==> config.mk <==
export PLATFORM = sky130hd
export DESIGN_NAME = seg7_scan_ctrl
export DESIGN_NICKNAME = d
export VERILOG_FILES = /design/src/rtl/seg7_pkg.sv /design/src/rtl/seg7_decoder.sv /design/src/rtl/seg7_scan_ctrl.sv
export SDC_FILE = /design/constraint.sdc
export NUM_CORES = 1
export LEC_CHECK = 0
export ABC_CLOCK_PERIOD_IN_PS = 2900
export BUFFER_PORTS_ARGS = -buffer_cell sky130_fd_sc_hd__buf_2
export CAP_MARGIN = 20
export CORE_ASPECT_RATIO = 0.8
export CORE_MARGIN = 2
export CORE_UTILIZATION = 51
export CTS_CLUSTER_SIZE = 30
export DETAILED_ROUTE_END_ITERATION = 10
export GPL_TIMING_DRIVEN = 0
export PLACE_DENSITY = 0.78
export SLEW_MARGIN = 10
export SYNTH_ARGS = -nofsm -noshare
export SYNTH_HDL_FRONTEND = slang
export SYNTH_SLANG_ARGS = --single-unit
==> constraint.sdc <==
create_clock -name clk -period 2.9 [get_ports clk]
set_input_delay 0.29 -clock clk [delete_from_list [all_inputs] [get_ports clk]]
set_output_delay 0.29 -clock clk [all_outputs]
set_load 0.005 [all_outputs]
==> src/rtl/seg7_pkg.sv <==
// Shared types and constants for the 7-segment scan controller.
//   state_t  : scan FSM states
//   SEG_OFF  : all segments off (active-low)
//   HEX_SEG  : hex digit 0-F to {g,f,e,d,c,b,a}, active-low
package seg7_pkg;

  typedef enum logic [1:0] {
    IDLE,
    BLANK,
    SHOW
  } state_t;

  localparam logic [6:0] SEG_OFF = 7'h7F;

  localparam logic [6:0] HEX_SEG [16] = '{
    7'h40, 7'h79, 7'h24, 7'h30, 7'h19, 7'h12, 7'h02, 7'h78,
    7'h00, 7'h10, 7'h08, 7'h03, 7'h46, 7'h21, 7'h06, 7'h0E
  };

endpackage

==> src/rtl/seg7_decoder.sv <==
// Combinational hex-to-7-segment decoder.
//   i_digit : WIDTH-bit digit value; only bits [3:0] are decoded
//   o_segs  : {g,f,e,d,c,b,a}, active-low
module seg7_decoder
  import seg7_pkg::*;
#(
  parameter int unsigned WIDTH = 4
) (
  input  logic [WIDTH-1:0] i_digit,
  output logic [6:0]       o_segs
);

  always_comb begin
    o_segs = HEX_SEG[i_digit[3:0]];
  end

endmodule

==> src/rtl/seg7_scan_ctrl.sv <==
// Time-multiplexed 7-segment display controller.
//   clk, reset   : clock, synchronous active-high reset
//   enable       : 1 = scanning, 0 = display dark
//   load         : strobe capturing value into the pending register
//   value        : DIGITS*WIDTH digit values, digit 0 in the LSBs
//   lz_suppress  : 1 = blank leading zeros (digit 0 always shown)
//   segments     : {g,f,e,d,c,b,a}, active-low
//   digit_sel    : one-hot active-low digit enable
//   frame_done   : one-cycle pulse during the last cycle of a frame
module seg7_scan_ctrl
  import seg7_pkg::*;
#(
  parameter int unsigned DIGITS       = 4,
  parameter int unsigned WIDTH        = 4,
  parameter int unsigned REFRESH_DIV  = 1000,
  parameter int unsigned BLANK_CYCLES = 8
) (
  input  logic                    clk,
  input  logic                    reset,
  input  logic                    enable,
  input  logic                    load,
  input  logic [DIGITS*WIDTH-1:0] value,
  input  logic                    lz_suppress,
  output logic [6:0]              segments,
  output logic [DIGITS-1:0]       digit_sel,
  output logic                    frame_done
);

  localparam int unsigned CNT_W = $clog2(REFRESH_DIV);
  localparam int unsigned IDX_W = $clog2(DIGITS);
  localparam logic [CNT_W-1:0] CNT_LAST   = CNT_W'(REFRESH_DIV - 1);
  localparam logic [CNT_W-1:0] BLANK_LAST = CNT_W'(BLANK_CYCLES - 1);
  localparam logic [IDX_W-1:0] IDX_LAST   = IDX_W'(DIGITS - 1);

  state_t                  r_state, w_nxt_state;
  logic [CNT_W-1:0]        r_cnt, w_nxt_cnt;
  logic [IDX_W-1:0]        r_idx, w_nxt_idx;
  logic [DIGITS*WIDTH-1:0] r_pending, r_active, w_nxt_active, w_load_val;
  logic [WIDTH-1:0]        w_digit;
  logic                    w_supp;
  logic [DIGITS-1:0]       w_sel_n;
  logic [6:0]              w_dec_seg;

  // A load coincident with a frame start takes effect immediately.
  assign w_load_val = load ? value : r_pending;

  always_comb begin
    w_nxt_state  = r_state;
    w_nxt_cnt    = r_cnt;
    w_nxt_idx    = r_idx;
    w_nxt_active = r_active;
    if (!enable) begin
      w_nxt_state = IDLE;
      w_nxt_cnt   = '0;
      w_nxt_idx   = '0;
    end else begin
      case (r_state)
        IDLE: begin
          w_nxt_state  = BLANK;
          w_nxt_cnt    = '0;
          w_nxt_idx    = '0;
          w_nxt_active = w_load_val;
        end
        BLANK: begin
          w_nxt_cnt = r_cnt + 1'b1;
          if (r_cnt == BLANK_LAST) w_nxt_state = SHOW;
        end
        SHOW: begin
          if (r_cnt == CNT_LAST) begin
            w_nxt_cnt   = '0;
            w_nxt_state = BLANK;
            if (r_idx == IDX_LAST) begin
              w_nxt_idx    = '0;
              w_nxt_active = w_load_val;
            end else begin
              w_nxt_idx = r_idx + 1'b1;
            end
          end else begin
            w_nxt_cnt = r_cnt + 1'b1;
          end
        end
        default: begin
          w_nxt_state = IDLE;
          w_nxt_cnt   = '0;
          w_nxt_idx   = '0;
        end
      endcase
    end
  end

  // Outputs are registered from next-state values, so the digit being
  // entered is selected here; zero_run walks from the top digit down.
  always_comb begin
    logic        zero_run;
    int unsigned k;
    logic [WIDTH-1:0] dig;
    zero_run = 1'b1;
    k        = 0;
    dig      = '0;
    w_digit  = '0;
    w_supp   = 1'b0;
    for (int unsigned j = 0; j < DIGITS; j++) begin
      k        = DIGITS - 1 - j;
      dig      = WIDTH'(w_nxt_active >> (k * WIDTH));
      zero_run = zero_run && (dig == '0);
      if (IDX_W'(k) == w_nxt_idx) begin
        w_digit = dig;
        w_supp  = lz_suppress && zero_run && (k != 0);
      end
    end
    w_sel_n = ~(DIGITS'(1) << w_nxt_idx);
  end

  seg7_decoder #(.WIDTH(WIDTH)) u_dec (
    .i_digit (w_digit),
    .o_segs  (w_dec_seg)
  );

  always_ff @(posedge clk) begin
    if (reset) begin
      r_state    <= IDLE;
      r_cnt      <= '0;
      r_idx      <= '0;
      r_pending  <= '0;
      r_active   <= '0;
      segments   <= SEG_OFF;
      digit_sel  <= '1;
      frame_done <= 1'b0;
    end else begin
      r_state  <= w_nxt_state;
      r_cnt    <= w_nxt_cnt;
      r_idx    <= w_nxt_idx;
      r_active <= w_nxt_active;
      if (load) r_pending <= value;
      if (w_nxt_state == SHOW && !w_supp) begin
        segments  <= w_dec_seg;
        digit_sel <= w_sel_n;
      end else begin
        segments  <= SEG_OFF;
        digit_sel <= '1;
      end
      frame_done <= (w_nxt_state == SHOW) && (w_nxt_cnt == CNT_LAST) &&
                    (w_nxt_idx == IDX_LAST);
    end
  end

endmodule

==> out/qor.csv <==
stage,metric,value,unit
pwr,Combinational Power Share,0.144,
critical_path,highest-delay cell along the critical path,o41ai_4,
finish,fin nets,408,
sta,Final Max Slew Viols,0,
finish,Layout area overhead,36.3,%
finish,most frequent cells in the layout,"nor2_1, dfxtp_1, buf_2, buf_4, mux2i_1",
floorplanning,full die area,0.00602,mm^2
critical_path,CP endpoint kind,register,
sta,clock skew,0.00897,ns
finish,share of layout cells above drive strength 1,0.361,
pwr,Clk pwr share,0.408,
grt,global-route wire length before repair,11.8,mm
pwr,Pwr Density,492,mW/mm^2
critical_path,CP Max Fanout,5,
finish,# diodes,0,
yosys,sequential share of the synthesized area,0.420,
place,Cells after DPL,405,
place,hpwl dp,4.48,mm
critical_path,cell repeated most along the worst path,o211ai_1,
pwr,maximum VDD drop,381,uV
yosys,syn_nets,343,
route,ANT nets after route,0,
finish,"commonest non-fill, non-tap cell in the layout",nor2_1,
critical_path,Worst path max stage delay,0.52,ns
grt,largest net degree at the start of global routing,12,
pwr,Reg power frac,0.449,
sta,"Period Utilization, post-route",1.06,
sta,Hold Fails Final Rpt,0,
floorplanning,IO Pins,33,
clocking,H-tree Lvls,3,
route,Vias/cell,5.96,
clocking,Worst-Skew Late Latency,0.35,ns
clocking,"CTS clk-pin slew, worst paths",0.07,ns
grt,initial antenna violation count,0,
clocking,clock tree from TritonCTS,yes,
clocking,number of CTS-inserted buffers,9,
yosys,Main synth FF type,dfxtp_1,
yosys,"EDFF count, synth",0,
floorplanning,row cnt,23,
place,RD Place Congestion,0.880,
route,WL per Instance,17.6,um
route,TritonRoute pass-1 iters,6,
yosys,#FFs+latches synth,58,
clocking,root buf cell,clkbuf_8,
pwr,Sw Pwr,494,uW
sta,minimum clock period,3.06,ns
status,outcome,"finished, violations left",
pwr,Internal,1.36,mW
yosys,Yosys cell types,52,
sta,setup violators final,7,
floorplanning,Die X,86.3,um
clocking,hold_buf cts,0,
route,vias,2646,
critical_path,critical path class,reg -> reg,
sta,RSZ-0062 raised after global routing,true,
floorplanning,core region area,0.00512,mm^2
pwr,Leakage,1.53,nW
grt,GRT overflow,0,
critical_path,crit path cell chain,ha_2 > or3b_4 > o41ai_4 > a31o_4 > nand3_2 > nor3_1 > or3_4 > inv_2 > ha_4 > nand2_1 > o211ai_1 > o211ai_1,
sta,setup ws final,-0.160,ns
finish,Final Instance Count excl. Fillers,444,
grt,GR Util All Layers,0.252,
critical_path,Worst EP arrival,3.29,ns
yosys,asr flop ratio synth,0,
yosys,Syn Area/Cell,8.85,um^2
sta,Fmax achieved,327,MHz
yosys,Post-Synthesis Cells,312,
min_path,hold crit path type,in -> reg,
route,DRT iter0 DRCs,221,
place,dpl ws,-0.463,ns
yosys,Ys Warns,0,
clocking,Sink Count,58,
route,WL final,7.80,mm
sta,Slew headroom,0.580,
floorplanning,initial cell density of the core,0.539,
grt,vias in the first global route,2431,
sta,Worst Tran Pin Value,0.630,ns
place,IO buf count,31,
clocking,Clock Path Buffers,2,
critical_path,CP Launch Type,register,
critical_path,Crit path required time,3.13,ns
sta,Final TNS setup,-0.766,ns
floorplanning,Chip Height,69.8,um
yosys,area of the mapped netlist,0.00276,mm^2
status,failing checks,negative setup slack,
route,Remaining DRCs,0,
job,number of max-cap violations,0,
pwr,Sw Share,0.266,
==> worst paths after layout <==
kind / from / to / slack [ns] / depth (start not counted)
min reg2reg: r_cnt[0] / r_cnt[0] / 0.47 / 1
max: r_idx[0] / segments[3] / -0.16 / 12
max reg2reg: r_idx[0] / segments[3] / -0.16 / 12
min: value[5] / r_pending[5] / 0.21 / 3
==> sequential cells by signal, summed over array words and instances (netlist names) <==
register    cells
r_pending      16
frame_done      1
segments        7
r_idx           2
r_cnt          10
r_state         2
r_active       16
digit_sel       4
==> cell families after synthesis <==
family | synth area share
flops | 0.420
xor+xnor | 0.0254
mux | 0.0761
compound gates | 0.149
simple gates | 0.233
fa+ha+maj | 0.0453
buf+inv | 0.0507
==> stage by stage <==
stage               power, mW  utilization  instance area, um^2  hold slack (ns)
finish                   1.85        0.735                 3760            0.209
global placement         1.03        0.590                 3020            0.458
CTS                      1.83        0.701                 3590            0.196
detailed placement       1.03        0.590                 3020            0.465
global route             1.92        0.735                 3760            0.228
floorplan               0.985            -                 2790            0.442
==> timing repair <==
action | in CTS | in global routing
setup buffers | 18 | 8
gates cloned | 1 | 0
setup endpoints to repair | 11 | 9
gates resized for setup | 45 | 30
pin swaps | 15 | 15
==> power groups by stage <==
| stage | registers (mW) | logic (mW) | clock network, mW |
|---|---|---|---|
| 2_1_floorplan | 0.846 | 0.140 | 0 |
| 3_3_place_gp | 0.847 | 0.181 | 0 |
| 3_5_place_dp | 0.849 | 0.186 | 0 |
| 4_1_cts | 0.832 | 0.235 | 0.764 |
| 5_1_grt | 0.833 | 0.288 | 0.800 |
| 6_report | 0.831 | 0.266 | 0.756 |
==> worst max-delay path: cells and delay by family, from the launching register on <==
kind,cells,cell delay (ns)
AOI/OAI and AO/OA,4,0.91
adders and majority gates,2,0.48
buffers and inverters,1,0.06
DFF,1,0.38
and+or+nand+nor,5,1.10
==> cells in the mapped netlist, types with 3 or more instances <==
| cell type | instances | area, um^2 |
|---|---|---|
| clkbuf_1 | 5 | 18.8 |
| o211ai_1 | 3 | 22.5 |
| nand3_1 | 10 | 50.1 |
| nand2_1 | 22 | 82.6 |
| nand2b_1 | 3 | 18.8 |
| o21ai_0 | 7 | 35.0 |
| inv_1 | 11 | 41.3 |
| nor3_1 | 7 | 35.0 |
| a21oi_1 | 7 | 35.0 |
| buf_2 | 7 | 35.0 |
| a2bb2oi_1 | 7 | 61.3 |
| mux2i_1 | 21 | 210 |
| nand4_1 | 5 | 31.3 |
| dfxtp_1 | 58 | 1160 |
| a31oi_1 | 5 | 31.3 |
| xnor2_1 | 3 | 26.3 |
| nor2_1 | 60 | 225 |
| or3_1 | 5 | 31.3 |
| o221ai_1 | 4 | 35.0 |
| a211oi_1 | 4 | 30.0 |
| ha_1 | 10 | 125 |
| xor2_1 | 5 | 43.8 |
| nor2b_1 | 4 | 25.0 |
==> cell type report <==
cell class	instances	area, um^2
plain buffers	14	90.1
inverters	11	43.8
fillers	329	1360
flip-flops and latches	58	1180
repair buffers	58	398
well taps	62	77.6
clock inverters	6	66.3
multi-input cells	225	1770
clock buffers	10	138
==> layer usage <==
layer,wire (um),global-route usage,share of wire
met5,0,0,0
met1,3260,0.338,0.42
met3,596,0.0631,0.076
met4,228,0.115,0.029
met2,3720,0.382,0.48
(Power assumes the default switching activity.)
